--- src/rtl/mc_ctrl_pkg.sv ---
// Shared definitions for the multi-cycle MIPS control FSM: state encoding,
// instruction field constants, datapath select encodings, control bundle.
package mc_ctrl_pkg;

  typedef enum logic [4:0] {
    S_FETCH  = 5'd0,
    S_DECODE = 5'd1,
    S_MEMADR = 5'd2,
    S_MEMRD  = 5'd3,
    S_MEMWB  = 5'd4,
    S_MEMWR  = 5'd5,
    S_RTEXEC = 5'd6,
    S_RTWB   = 5'd7,
    S_IEXEC  = 5'd8,
    S_IWB    = 5'd9,
    S_BEQ    = 5'd10,
    S_BNE    = 5'd11,
    S_JUMP   = 5'd12,
    S_JAL    = 5'd13,
    S_JR     = 5'd14,
    S_TRAP   = 5'd15
  } state_t;

  // Opcode (IR[31:26]) and funct (IR[5:0]) values
  localparam logic [5:0] OP_RTYPE = 6'b000000;
  localparam logic [5:0] OP_LW    = 6'b100011;
  localparam logic [5:0] OP_SW    = 6'b101011;
  localparam logic [5:0] OP_BEQ   = 6'b000100;
  localparam logic [5:0] OP_BNE   = 6'b000101;
  localparam logic [5:0] OP_J     = 6'b000010;
  localparam logic [5:0] OP_JAL   = 6'b000011;
  localparam logic [5:0] OP_ADDI  = 6'b001000;
  localparam logic [5:0] OP_ANDI  = 6'b001100;
  localparam logic [5:0] OP_SLTI  = 6'b001010;
  localparam logic [5:0] FN_JR    = 6'b001000;

  // ALU operand B select
  localparam logic [1:0] ALUB_B       = 2'b00;
  localparam logic [1:0] ALUB_FOUR    = 2'b01;
  localparam logic [1:0] ALUB_IMM     = 2'b10;
  localparam logic [1:0] ALUB_IMM_SH2 = 2'b11;

  // ALU operation class
  localparam logic [1:0] ALUOP_ADD   = 2'b00;
  localparam logic [1:0] ALUOP_SUB   = 2'b01;
  localparam logic [1:0] ALUOP_FUNCT = 2'b10;
  localparam logic [1:0] ALUOP_IMM   = 2'b11;

  // Next-PC source
  localparam logic [1:0] PCSRC_ALU    = 2'b00;
  localparam logic [1:0] PCSRC_ALUOUT = 2'b01;
  localparam logic [1:0] PCSRC_JUMP   = 2'b10;
  localparam logic [1:0] PCSRC_REGA   = 2'b11;

  // Register-file write address select
  localparam logic [1:0] REGDST_RT = 2'b00;
  localparam logic [1:0] REGDST_RD = 2'b01;
  localparam logic [1:0] REGDST_RA = 2'b10;

  // Register-file write data select
  localparam logic [1:0] M2R_ALUOUT = 2'b00;
  localparam logic [1:0] M2R_MDR    = 2'b01;
  localparam logic [1:0] M2R_PC     = 2'b10;

  // One bundle for every datapath control output
  typedef struct packed {
    logic       alu_src_a;
    logic [1:0] alu_src_b;
    logic [1:0] alu_op;
    logic       mem_read;
    logic       mem_write;
    logic       reg_write;
    logic       ir_write;
    logic       iord;
    logic       pc_write;
    logic       pc_write_cond_beq;
    logic       pc_write_cond_bne;
    logic [1:0] pc_src;
    logic [1:0] reg_dst;
    logic [1:0] mem_to_reg;
  } ctrl_t;

  // Instruction dispatch out of DECODE; extension ops trap when disabled
  function automatic state_t decode_next(input logic [5:0] op, input logic [5:0] fn,
                                         input bit en_ext);
    state_t s;
    case (op)
      OP_LW, OP_SW: s = S_MEMADR;
      OP_RTYPE: begin
        if (fn == FN_JR) begin
          s = en_ext ? S_JR : S_TRAP;
        end else begin
          s = S_RTEXEC;
        end
      end
      OP_BEQ:                   s = S_BEQ;
      OP_BNE:                   s = S_BNE;
      OP_J:                     s = S_JUMP;
      OP_JAL:                   s = en_ext ? S_JAL : S_TRAP;
      OP_ADDI, OP_ANDI, OP_SLTI: s = en_ext ? S_IEXEC : S_TRAP;
      default:                  s = S_TRAP;
    endcase
    return s;
  endfunction

  // States whose exit to FETCH retires an instruction
  function automatic logic is_final(input state_t s);
    logic f;
    case (s)
      S_MEMWB, S_MEMWR, S_RTWB, S_IWB, S_BEQ, S_BNE, S_JUMP, S_JAL, S_JR: f = 1'b1;
      default: f = 1'b0;
    endcase
    return f;
  endfunction

  // States that stall on mem_ready
  function automatic logic is_wait(input state_t s);
    logic w;
    case (s)
      S_FETCH, S_MEMRD, S_MEMWR: w = 1'b1;
      default:                   w = 1'b0;
    endcase
    return w;
  endfunction

endpackage

--- src/rtl/mem_wait_timer.sv ---
// Counts consecutive memory-stall cycles and flags a timeout in the cycle
// the stall length reaches MEM_TIMEOUT (0 disables the timeout).
module mem_wait_timer #(
  parameter int unsigned MEM_TIMEOUT = 15
) (
  input  logic clk,
  input  logic rst,
  input  logic i_wait,
  input  logic i_mem_ready,
  output logic o_timeout
);

  localparam int unsigned TW        = (MEM_TIMEOUT < 32'd1) ? 1 : $clog2(MEM_TIMEOUT + 32'd1);
  localparam int unsigned LIMIT_INT = (MEM_TIMEOUT == 32'd0) ? 32'd0 : (MEM_TIMEOUT - 32'd1);
  localparam logic [TW-1:0] LIMIT   = TW'(LIMIT_INT);
  localparam bit ENABLED            = (MEM_TIMEOUT != 32'd0);

  logic [TW-1:0] r_cnt;
  logic          w_stall;
  logic          w_timeout;

  // Stall detection and timeout compare; the count already holds the
  // number of earlier stalled cycles, so the limit is MEM_TIMEOUT-1
  always_comb begin
    w_stall   = i_wait & ~i_mem_ready;
    w_timeout = ENABLED & w_stall & (r_cnt == LIMIT);
  end

  // Stall counter: advances while stalled, clears on ready, state exit or timeout
  always_ff @(posedge clk) begin
    if (rst) begin
      r_cnt <= '0;
    end else if (ENABLED && w_stall && !w_timeout) begin
      r_cnt <= r_cnt + TW'(1'b1);
    end else begin
      r_cnt <= '0;
    end
  end

  assign o_timeout = w_timeout;

endmodule

--- src/rtl/mc_control_fsm.sv ---
// Multi-cycle MIPS control unit: sequences fetch/decode/execute states,
// drives datapath strobes, counts retired instructions, traps on illegal
// opcodes and memory timeouts.
module mc_control_fsm
  import mc_ctrl_pkg::*;
#(
  parameter int unsigned MEM_TIMEOUT = 15,
  parameter int unsigned CNT_W       = 32,
  parameter bit          EN_EXT      = 1'b1
) (
  input  logic             clk,
  input  logic             rst,
  input  logic [5:0]       opcode,
  input  logic [5:0]       funct,
  input  logic             zero,
  input  logic             mem_ready,
  output logic             alu_src_a,
  output logic [1:0]       alu_src_b,
  output logic [1:0]       alu_op,
  output logic             mem_read,
  output logic             mem_write,
  output logic             reg_write,
  output logic             ir_write,
  output logic             iord,
  output logic             pc_write,
  output logic             pc_write_cond_beq,
  output logic             pc_write_cond_bne,
  output logic [1:0]       pc_src,
  output logic [1:0]       reg_dst,
  output logic [1:0]       mem_to_reg,
  output logic             instr_done,
  output logic [CNT_W-1:0] retire_cnt,
  output logic             err,
  output logic [4:0]       state_dbg
);

  state_t           r_state;
  state_t           w_next;
  logic             r_err;
  logic [CNT_W-1:0] r_retire_cnt;
  logic             w_timeout;
  logic             w_retire;
  ctrl_t            w_ctrl;
  ctrl_t            w_ctrl_out;
  logic             w_unused_zero;

  // Branch resolution on zero happens in the datapath, not here
  assign w_unused_zero = zero;

  mem_wait_timer #(
    .MEM_TIMEOUT (MEM_TIMEOUT)
  ) u_timer (
    .clk         (clk),
    .rst         (rst),
    .i_wait      (is_wait(r_state)),
    .i_mem_ready (mem_ready),
    .o_timeout   (w_timeout)
  );

  // State register
  always_ff @(posedge clk) begin
    if (rst) begin
      r_state <= S_FETCH;
    end else begin
      r_state <= w_next;
    end
  end

  // Next-state logic; timeout and mem_ready are mutually exclusive
  always_comb begin
    w_next = r_state;
    case (r_state)
      S_FETCH: begin
        if (w_timeout)      w_next = S_TRAP;
        else if (mem_ready) w_next = S_DECODE;
        else                w_next = S_FETCH;
      end
      S_DECODE: w_next = decode_next(opcode, funct, EN_EXT);
      S_MEMADR: begin
        if (opcode == OP_LW)      w_next = S_MEMRD;
        else if (opcode == OP_SW) w_next = S_MEMWR;
        else                      w_next = S_TRAP;
      end
      S_MEMRD: begin
        if (w_timeout)      w_next = S_TRAP;
        else if (mem_ready) w_next = S_MEMWB;
        else                w_next = S_MEMRD;
      end
      S_MEMWR: begin
        if (w_timeout)      w_next = S_TRAP;
        else if (mem_ready) w_next = S_FETCH;
        else                w_next = S_MEMWR;
      end
      S_RTEXEC: w_next = S_RTWB;
      S_IEXEC:  w_next = S_IWB;
      S_MEMWB, S_RTWB, S_IWB, S_BEQ, S_BNE, S_JUMP, S_JAL, S_JR: w_next = S_FETCH;
      S_TRAP:   w_next = S_TRAP;
      default:  w_next = S_TRAP;
    endcase
  end

  // Per-state control decode (Moore, except FETCH's mem_ready-qualified writes)
  always_comb begin
    w_ctrl = '0;
    case (r_state)
      S_FETCH: begin
        w_ctrl.mem_read  = 1'b1;
        w_ctrl.alu_src_b = ALUB_FOUR;
        w_ctrl.alu_op    = ALUOP_ADD;
        w_ctrl.pc_src    = PCSRC_ALU;
        w_ctrl.ir_write  = mem_ready;
        w_ctrl.pc_write  = mem_ready;
      end
      S_DECODE: begin
        w_ctrl.alu_src_b = ALUB_IMM_SH2;
        w_ctrl.alu_op    = ALUOP_ADD;
      end
      S_MEMADR: begin
        w_ctrl.alu_src_a = 1'b1;
        w_ctrl.alu_src_b = ALUB_IMM;
        w_ctrl.alu_op    = ALUOP_ADD;
      end
      S_MEMRD: begin
        w_ctrl.mem_read = 1'b1;
        w_ctrl.iord     = 1'b1;
      end
      S_MEMWB: begin
        w_ctrl.reg_write  = 1'b1;
        w_ctrl.reg_dst    = REGDST_RT;
        w_ctrl.mem_to_reg = M2R_MDR;
      end
      S_MEMWR: begin
        w_ctrl.mem_write = 1'b1;
        w_ctrl.iord      = 1'b1;
      end
      S_RTEXEC: begin
        w_ctrl.alu_src_a = 1'b1;
        w_ctrl.alu_src_b = ALUB_B;
        w_ctrl.alu_op    = ALUOP_FUNCT;
      end
      S_RTWB: begin
        w_ctrl.reg_write  = 1'b1;
        w_ctrl.reg_dst    = REGDST_RD;
        w_ctrl.mem_to_reg = M2R_ALUOUT;
      end
      S_IEXEC: begin
        w_ctrl.alu_src_a = 1'b1;
        w_ctrl.alu_src_b = ALUB_IMM;
        w_ctrl.alu_op    = ALUOP_IMM;
      end
      S_IWB: begin
        w_ctrl.reg_write  = 1'b1;
        w_ctrl.reg_dst    = REGDST_RT;
        w_ctrl.mem_to_reg = M2R_ALUOUT;
      end
      S_BEQ: begin
        w_ctrl.alu_src_a         = 1'b1;
        w_ctrl.alu_src_b         = ALUB_B;
        w_ctrl.alu_op            = ALUOP_SUB;
        w_ctrl.pc_src            = PCSRC_ALUOUT;
        w_ctrl.pc_write_cond_beq = 1'b1;
      end
      S_BNE: begin
        w_ctrl.alu_src_a         = 1'b1;
        w_ctrl.alu_src_b         = ALUB_B;
        w_ctrl.alu_op            = ALUOP_SUB;
        w_ctrl.pc_src            = PCSRC_ALUOUT;
        w_ctrl.pc_write_cond_bne = 1'b1;
      end
      S_JUMP: begin
        w_ctrl.pc_write = 1'b1;
        w_ctrl.pc_src   = PCSRC_JUMP;
      end
      S_JAL: begin
        w_ctrl.pc_write   = 1'b1;
        w_ctrl.pc_src     = PCSRC_JUMP;
        w_ctrl.reg_write  = 1'b1;
        w_ctrl.reg_dst    = REGDST_RA;
        w_ctrl.mem_to_reg = M2R_PC;
      end
      S_JR: begin
        w_ctrl.pc_write = 1'b1;
        w_ctrl.pc_src   = PCSRC_REGA;
      end
      S_TRAP:  w_ctrl = '0;
      default: w_ctrl = '0;
    endcase
  end

  // Retire when a final state hands back to FETCH; reset suppresses it
  assign w_retire = ~rst & is_final(r_state) & (w_next == S_FETCH);

  // Reset forces every strobe low so no access can complete under reset
  assign w_ctrl_out = rst ? ctrl_t'('0) : w_ctrl;

  // Sticky error flag and retired-instruction counter
  always_ff @(posedge clk) begin
    if (rst) begin
      r_err        <= 1'b0;
      r_retire_cnt <= '0;
    end else begin
      if (w_next == S_TRAP) begin
        r_err <= 1'b1;
      end else begin
        r_err <= r_err;
      end
      if (w_retire) begin
        r_retire_cnt <= r_retire_cnt + CNT_W'(1'b1);
      end else begin
        r_retire_cnt <= r_retire_cnt;
      end
    end
  end

  assign alu_src_a         = w_ctrl_out.alu_src_a;
  assign alu_src_b         = w_ctrl_out.alu_src_b;
  assign alu_op            = w_ctrl_out.alu_op;
  assign mem_read          = w_ctrl_out.mem_read;
  assign mem_write         = w_ctrl_out.mem_write;
  assign reg_write         = w_ctrl_out.reg_write;
  assign ir_write          = w_ctrl_out.ir_write;
  assign iord              = w_ctrl_out.iord;
  assign pc_write          = w_ctrl_out.pc_write;
  assign pc_write_cond_beq = w_ctrl_out.pc_write_cond_beq;
  assign pc_write_cond_bne = w_ctrl_out.pc_write_cond_bne;
  assign pc_src            = w_ctrl_out.pc_src;
  assign reg_dst           = w_ctrl_out.reg_dst;
  assign mem_to_reg        = w_ctrl_out.mem_to_reg;
  assign instr_done        = w_retire;
  assign retire_cnt        = r_retire_cnt;
  assign err               = r_err;
  assign state_dbg         = r_state;

endmodule

--- config.mk ---
export PLATFORM = sky130hd
export DESIGN_NAME = mc_control_fsm
export DESIGN_NICKNAME = d
export VERILOG_FILES = /design/src/rtl/mc_ctrl_pkg.sv /design/src/rtl/mem_wait_timer.sv /design/src/rtl/mc_control_fsm.sv
export SDC_FILE = /design/constraint.sdc
export NUM_CORES = 1
export LEC_CHECK = 0
export CAP_MARGIN = 20
export CORE_MARGIN = 2
export CORE_UTILIZATION = 49
export CTS_CLUSTER_DIAMETER = 100
export DETAILED_ROUTE_END_ITERATION = 8
export MAX_ROUTING_LAYER = met4
export PLACE_DENSITY_LB_ADDON = 0.08
export SYNTH_ARGS = -nofsm -noshare
export SYNTH_HDL_FRONTEND = slang
export SYNTH_SLANG_ARGS = --single-unit
--- constraint.sdc ---
create_clock -name clk -period 2.7 [get_ports clk]
set_input_delay 0.54 -clock clk [delete_from_list [all_inputs] [get_ports clk]]
set_output_delay 0.54 -clock clk [all_outputs]
set_load 0.02 [all_outputs]
==> out/metrics.yaml, run 1 <==
max_slew.worst_pin.slew_ns: 0.606
track_usage: 0.264
cp.arrival_ns: 2.14
wl_microns: 8060
swShare: 0.447
status: "completed"
startpoint: "mem_ready"
grt_pass1_wl_microns: 12900
drv_slew: 0
first_global_vias: 2696
synth_area_sq_um: 2730
syn-instance-count: 345
p_comb_frac: 0.639
core_sq_um: 5440
via_per_inst: 6.11
initial_core_util: 0.502
n_antenna_cell: 0
dp_hpwl_microns: 5520
hold_viol_final: 0
setup_viol: 0
wl_per_cell_microns: 15.7
drive_above_1_share: 0.176
synth_cell_types: 56
htree_levels: 2
seq_power_share: 0.214
avgSynthCellArea_sq_um: 7.91
drc_errors: 0
cts_root_buf: "clkbuf_8"
timing.rr.end: "retire_cnt[31]"
relSlewSlack: 0.593
synth_edf_count: 0
ctsHoldBuffers: 0
io_pins: 74
p_total_uw: 3460
final_area_sq_um: 3940
fillers: 426
ctsLongestPathBuffers: 2
gp_congestion: 0.912
p_per_area_nw_per_um2: 878
setup.worst_path.start_class: "primary input"
leakage_uw: 0.00147
syn2layout_area_growth_pct: 44.5
p_clk_frac: 0.147
final_cell_mix: "52 x clkdlybuf4s50_1, 43 x buf_4, 40 x dfxtp_1"
port_buffers: 71
placedInstanceArea_sq_um: 3710
syn_nets: 364
yosys_warnings: 0
clk_pin_slew_ns: 0.08
worstSetupPathType: "in2out"
first_pass_iters: 5
ys.flop_type: "dfxtp_1"
fp.dieArea_sq_um: 6180
hp-start: "err"
clock.fmax_mhz: 373
grt_overflow: 0
crit_fanout: 6
period_share: 0.992
worst_ep_required_time_ns: 2.16
seq_area_frac_synth: 0.308
period_needed_ns: 2.68
final_common_cell: "clkdlybuf4s50_1"
cts.sinks: 42
cts_buffers: 5
dr.first_iter.drc_count: 213
r2r-start: "u_timer.r_cnt[0]"
die_width_microns: 78.6
cp-end-kind: "output port"
finalNetCount: 460
tritoncts: "built"
antenna_found_initial: 0
switchingPower_uw: 1550
ir_drop_mv: 0.985
vias: 3141
ff2ff_path_depth: 9
dieHeight_microns: 78.6
clk_latency_ns: 0.30
detail-route-antenna-nets: 0
hold_path.class: "reg2reg"
r2r_slack_ns: 0.16
hold_ws_ns: 0.482
maxCapViolations: 0
grt_max_degree: 63
fin_worst_skew_ns: 0.0142
rows: 27
endpoint: "instr_done"
synth-async-reset-ratio: 0
p_int_uw: 1910
ys_ff_latch: 42
[how the worst min path moves through the flow]
stage	to	slack, ns	cells past startpoint
3_5_place_dp	err	0.47	1
6_report	err	0.48	1
2_1_floorplan	u_timer.r_cnt[0]	0.43	1
4_1_cts	err	0.48	1
5_1_grt	err	0.50	1
3_3_place_gp	err	0.45	1
[critical path, stage by stage]
cell           delay [ns]
dlygate4sd2_1        0.26
buf_4                0.16
or3_4                0.33
or3_4                0.38
o311a_4              0.14
nand4_4              0.12
nor2_4               0.06
buf_6                0.13
[sequential cells by signal (all words and copies together) (netlist names), named ones only]
register and flops:
state_dbg 4, retire_cnt 32, u_timer.r_cnt 4, err 1
[timing repair]
action,4_1_cts,5_1_grt
setup endpoints to repair,38,24
setup buffers,2,1
resized for setup,27,20
pin swaps,10,7
hold endpoints to repair,0,0
[per-stage QoR]
stage / std cells / TNS, ns / worst slack, ns / util
floorplan: 345 / 0 / 0.0629 / -
global placement: 503 / -11.32 / -0.739 / 0.683
detailed placement: 503 / -13.23 / -0.752 / 0.683
CTS: 513 / 0 / 0.0245 / 0.710
global route: 514 / -0.0117 / -0.0117 / 0.725
finish: 514 / 0 / 0.0209 / 0.725
[routing by layer]
layer  share of wire  up-vias  wire [microns]  track usage
met2            0.45      126            3660        0.373
met5               0        -               0            -
li1                -     1526               -            -
met3           0.060       10             487       0.0368
met1            0.47     1479            3820        0.396
met4           0.011        0              87       0.0649
[cells by family after synthesis]
logic type	Yosys count	share of synthesized area
adder cells (fa/ha/maj)	3	0.0138
AO/OA/AOI/OAI	95	0.248
flip-flops	42	0.308
XOR/XNOR	5	0.0161
other	1	0.00137
AND/OR/NAND/NOR	161	0.335
buffers and inverters	36	0.0697
multiplexers	2	0.00779
[synthesized netlist by cell type, types with 2 or more instances]
| master | count | share of area |
|---|---|---|
| nor2_1 | 26 | 0.036 |
| nor3_1 | 14 | 0.026 |
| a22o_1 | 2 | 0.0064 |
| or3_1 | 4 | 0.0092 |
| o311a_1 | 2 | 0.0073 |
| clkbuf_1 | 9 | 0.012 |
| a211o_1 | 2 | 0.0064 |
| nand2b_1 | 4 | 0.0092 |
| o41ai_1 | 3 | 0.0096 |
| xor2_1 | 3 | 0.0096 |
| ha_1 | 3 | 0.014 |
| nor4_1 | 4 | 0.0092 |
| nor3b_1 | 2 | 0.0055 |
| o311ai_0 | 6 | 0.019 |
| buf_1 | 3 | 0.0041 |
| or4_1 | 27 | 0.074 |
| o21a_1 | 2 | 0.0055 |
| buf_2 | 11 | 0.020 |
| and3_1 | 7 | 0.016 |
| nand3_1 | 21 | 0.039 |
| inv_1 | 6 | 0.0083 |
| a31oi_1 | 2 | 0.0046 |
| and4_1 | 5 | 0.016 |
| nand2_1 | 23 | 0.032 |
| nand4_1 | 4 | 0.0092 |
| o31ai_1 | 25 | 0.069 |
| buf_4 | 3 | 0.0083 |
| buf_6 | 4 | 0.017 |
| o21ai_0 | 8 | 0.015 |
| dfxtp_1 | 42 | 0.31 |
| xnor2_1 | 2 | 0.0064 |
| a21oi_1 | 31 | 0.057 |
| and2_1 | 7 | 0.016 |
| or2_2 | 3 | 0.0069 |
| nor2b_1 | 4 | 0.0092 |
[area by class of cell]
cell class,count,area [sq um],area share
multi-input cells,267,1770,0.450
repair buffers,119,1100,0.279
flip-flops and latches,42,843,0.214
well taps,72,90.1,0.0228
clock buffers,5,68.8,0.0175
clock inverters,3,43.8,0.0111
inverters,6,22.5,0.00571
[power by group through the flow]
stage	logic [uW]	clock network, uW	registers (uW)
4_1_cts	2090	517	738
2_1_floorplan	1310	0	751
5_1_grt	2380	536	750
3_3_place_gp	1950	0	748
3_5_place_dp	1980	0	748
6_report	2210	510	741
Note: power is estimated with default switching activity, not from simulation.
==> run 2, diff against run 1 <==
--- a/config.mk
+++ b/config.mk
@@ -6,7 +6,6 @@
 export NUM_CORES = 1
 export LEC_CHECK = 0
 export CAP_MARGIN = 20
-export CORE_MARGIN = 2
 export CORE_UTILIZATION = 49
 export CTS_CLUSTER_DIAMETER = 100
 export DETAILED_ROUTE_END_ITERATION = 8
==> out/metrics.yaml, run 2 (same netlist as run 1, synthesis figures left out) <==
status: "completed"  # unchanged
endpoint: "pc_write_cond_beq"  # was instr_done
dp_hpwl_microns: 5600  # was 5520 microns
first_pass_iters: 4  # was 5
grt_overflow: 0  # unchanged
timing.rr.end: "retire_cnt[13]"  # was retire_cnt[31]
htree_levels: 2  # unchanged
track_usage: 0.271  # was 0.264
first_global_vias: 2698  # was 2696
ir_drop_mv: 0.820  # was 0.985 mV
worst_ep_required_time_ns: 2.16  # about the same
seq_power_share: 0.227  # was 0.214
vias: 3073  # was 3141
p_comb_frac: 0.652  # was 0.639
wl_per_cell_microns: 14.8  # was 15.7 microns
cts_buffers: 5  # unchanged
final_common_cell: "buf_4"  # was clkdlybuf4s50_1
grt_use_met2: 0.414  # was 0.373
antenna_found_initial: 0  # unchanged
met1_usage: 0.388  # was 0.396
r2r-start: "u_timer.r_cnt[0]"  # unchanged
crit_chain: "clkdlybuf4s50_1 > buf_4 > nor3_1 > clkdlybuf4s50_1"  # was dlygate4sd2_1 > buf_4 > or3_4 > or3_4 > o311a_4 > nand4_4 > nor2_4 > buf_6
worst_slack_ns: 0.0669  # was 0.0209 ns
port_buffers: 71  # unchanged
finalNetCount: 468  # was 460
clk_pin_slew_ns: 0.08  # about the same
max_slew.worst_pin.slew_ns: 0.554  # was 0.606 ns
rsz0062_at_grt: "no"
worst_path_most_repeated_cell: "clkdlybuf4s50_1"  # was or3_4
initial_core_util: 0.521  # was 0.502
via_per_inst: 5.91  # was 6.11
io_pins: 74  # unchanged
cts.sinks: 42  # unchanged
drive_above_1_share: 0.187  # was 0.176
r2r_slack_ns: 0.21  # was 0.16 ns
drc_errors: 0  # unchanged
setup.worst_path.start_class: "primary input"  # unchanged
dp_cells: 505  # was 503
leakage_uw: 0.00158  # was 0.00147 uW
dieHeight_microns: 76.6  # was 78.6 microns
cts_root_buf: "clkbuf_8"  # unchanged
grt_max_degree: 63  # unchanged
p_per_area_nw_per_um2: 837  # was 878 nW/um^2
startpoint: "rst"  # was mem_ready
die_width_microns: 76.6  # was 78.6 microns
ctsLongestPathBuffers: 2  # unchanged
dp_slack_ns: -0.716  # was -0.752 ns
syn2layout_area_growth_pct: 44.2  # was 44.5%
instances_no_fill: 520  # was 514
core_sq_um: 5240  # was 5440 sq um
swShare: 0.458  # was 0.447
hold_viol_final: 0  # unchanged
tritoncts: "built"  # unchanged
top_usage_layer: "met2"  # was met1
wl_microns: 7710  # was 8060 microns
period_share: 0.975  # was 0.992
relSlewSlack: 0.626  # was 0.593
maxCapViolations: 0  # unchanged
final_cell_mix: "53 x buf_4, 45 x clkdlybuf4s50_1, 38 x dfxtp_1"  # was 52 x clkdlybuf4s50_1, 43 x buf_4, 40 x dfxtp_1
ff2ff_path_depth: 9  # unchanged
switchingPower_uw: 1510  # was 1550 uW
clock.fmax_mhz: 380  # was 373 MHz
p_clk_frac: 0.121  # was 0.147
clk_latency_ns: 0.29  # was 0.30 ns
dr.first_iter.drc_count: 174  # was 213
rows: 26  # was 27
crit_fanout: 11  # was 6
period_needed_ns: 2.63  # was 2.68 ns
cpPeakStageDelay_ns: 0.62  # was 0.38 ns
setup_viol: 0  # unchanged
grt_pass1_wl_microns: 12800  # was 12900 microns
fin_worst_skew_ns: 0.0118  # was 0.0142 ns
cp-end-kind: "output port"  # unchanged
detail-route-antenna-nets: 0  # unchanged
largest_register_ffs: 32  # unchanged
n_antenna_cell: 0  # unchanged
slowest_stage: "clkdlybuf4s50_1"  # was or3_4
cp.arrival_ns: 2.09  # was 2.14 ns
gp_congestion: 0.901  # was 0.912
fp.dieArea_sq_um: 5870  # was 6180 sq um
drv_slew: 0  # unchanged
p_int_uw: 1790  # was 1910 uW
grt_use_met3: 0.0395  # was 0.0368
hold_path.class: "reg2reg"  # unchanged
worstSetupPathType: "in2out"  # unchanged
run 2: cell count changes in the layout (fill, tap and decap cells not counted), sizes merged:
cell           previous run  this run
buf                      49        57
clkdlybuf4s50            52        45
dlygate4sd2               8        14
dlymetal6s2s              6        11
clkdlybuf4s15             3         0
bufinv                    1         0
clkinv                    1         2
inv                       7         6
run 2: worst min path at each step:
| stage | endpoint | from | cells after the start | slack, ns |
|---|---|---|---|---|
| 5_1_grt | err | err | 1 | 0.52 |
| 3_5_place_dp | err | err | 1 | 0.46 |
| 4_1_cts | retire_cnt[29] | retire_cnt[29] | 2 | 0.49 |
| 2_1_floorplan | u_timer.r_cnt[0] | u_timer.r_cnt[0] | 1 | 0.43 |
| 3_3_place_gp | retire_cnt[31] | retire_cnt[31] | 2 | 0.46 |
| 6_report | err | err | 1 | 0.49 |
run 2: per-stage QoR:
stage | instance area, sq um | setup TNS (ns) | power, uW | hold slack [ns] | utilization
2_1_floorplan | 2730 | 0 | 2060 | 0.430 | -
3_3_place_gp | 3730 | -10.93 | 2670 | 0.465 | 0.712
3_5_place_dp | 3730 | -13.37 | 2720 | 0.464 | 0.712
4_1_cts | 3870 | -0.00808 | 3220 | 0.495 | 0.740
5_1_grt | 3930 | 0 | 3510 | 0.518 | 0.751
6_report | 3930 | 0 | 3290 | 0.488 | 0.751
run 2: routing by layer:
metal | up-vias | share of wire
met5 | - | 0
met4 | 0 | 0
met3 | 0 | 0.042
met2 | 73 | 0.45
met1 | 1465 | 0.50
li1 | 1535 | -
run 2: power groups by stage:
stage / Combinational [uW] / Clock [uW] / Sequential (uW)
2_1_floorplan: 1310 / 0 / 751
3_3_place_gp: 1920 / 0 / 747
3_5_place_dp: 1970 / 0 / 750
4_1_cts: 2080 / 404 / 741
5_1_grt: 2320 / 432 / 757
6_report: 2150 / 399 / 747
run 2: layout make-up:
| type | instances | area, sq um |
|---|---|---|
| inverter | 6 | 22.5 |
| tap | 70 | 87.6 |
| sequential | 42 | 846 |
| clock inverter | 2 | 13.8 |
| fill | 429 | 1300 |
| multi-input combinational | 267 | 1740 |
| timing repair buffer | 127 | 1150 |
| clock buffer | 6 | 72.6 |
run 2: critical path: cells and delay by family:
family / cells / cell delay, ns
AND/OR/NAND/NOR: 1 / 0.19
buffers and inverters: 3 / 1.36
run 2: what timing repair did:
item / in CTS / in global routing
resized for setup: 31 / 16
buffers inserted: 6 / 2
setup endpoints to repair: 40 / 35
hold buffers: 0 / 0
pin swaps: 12 / 6
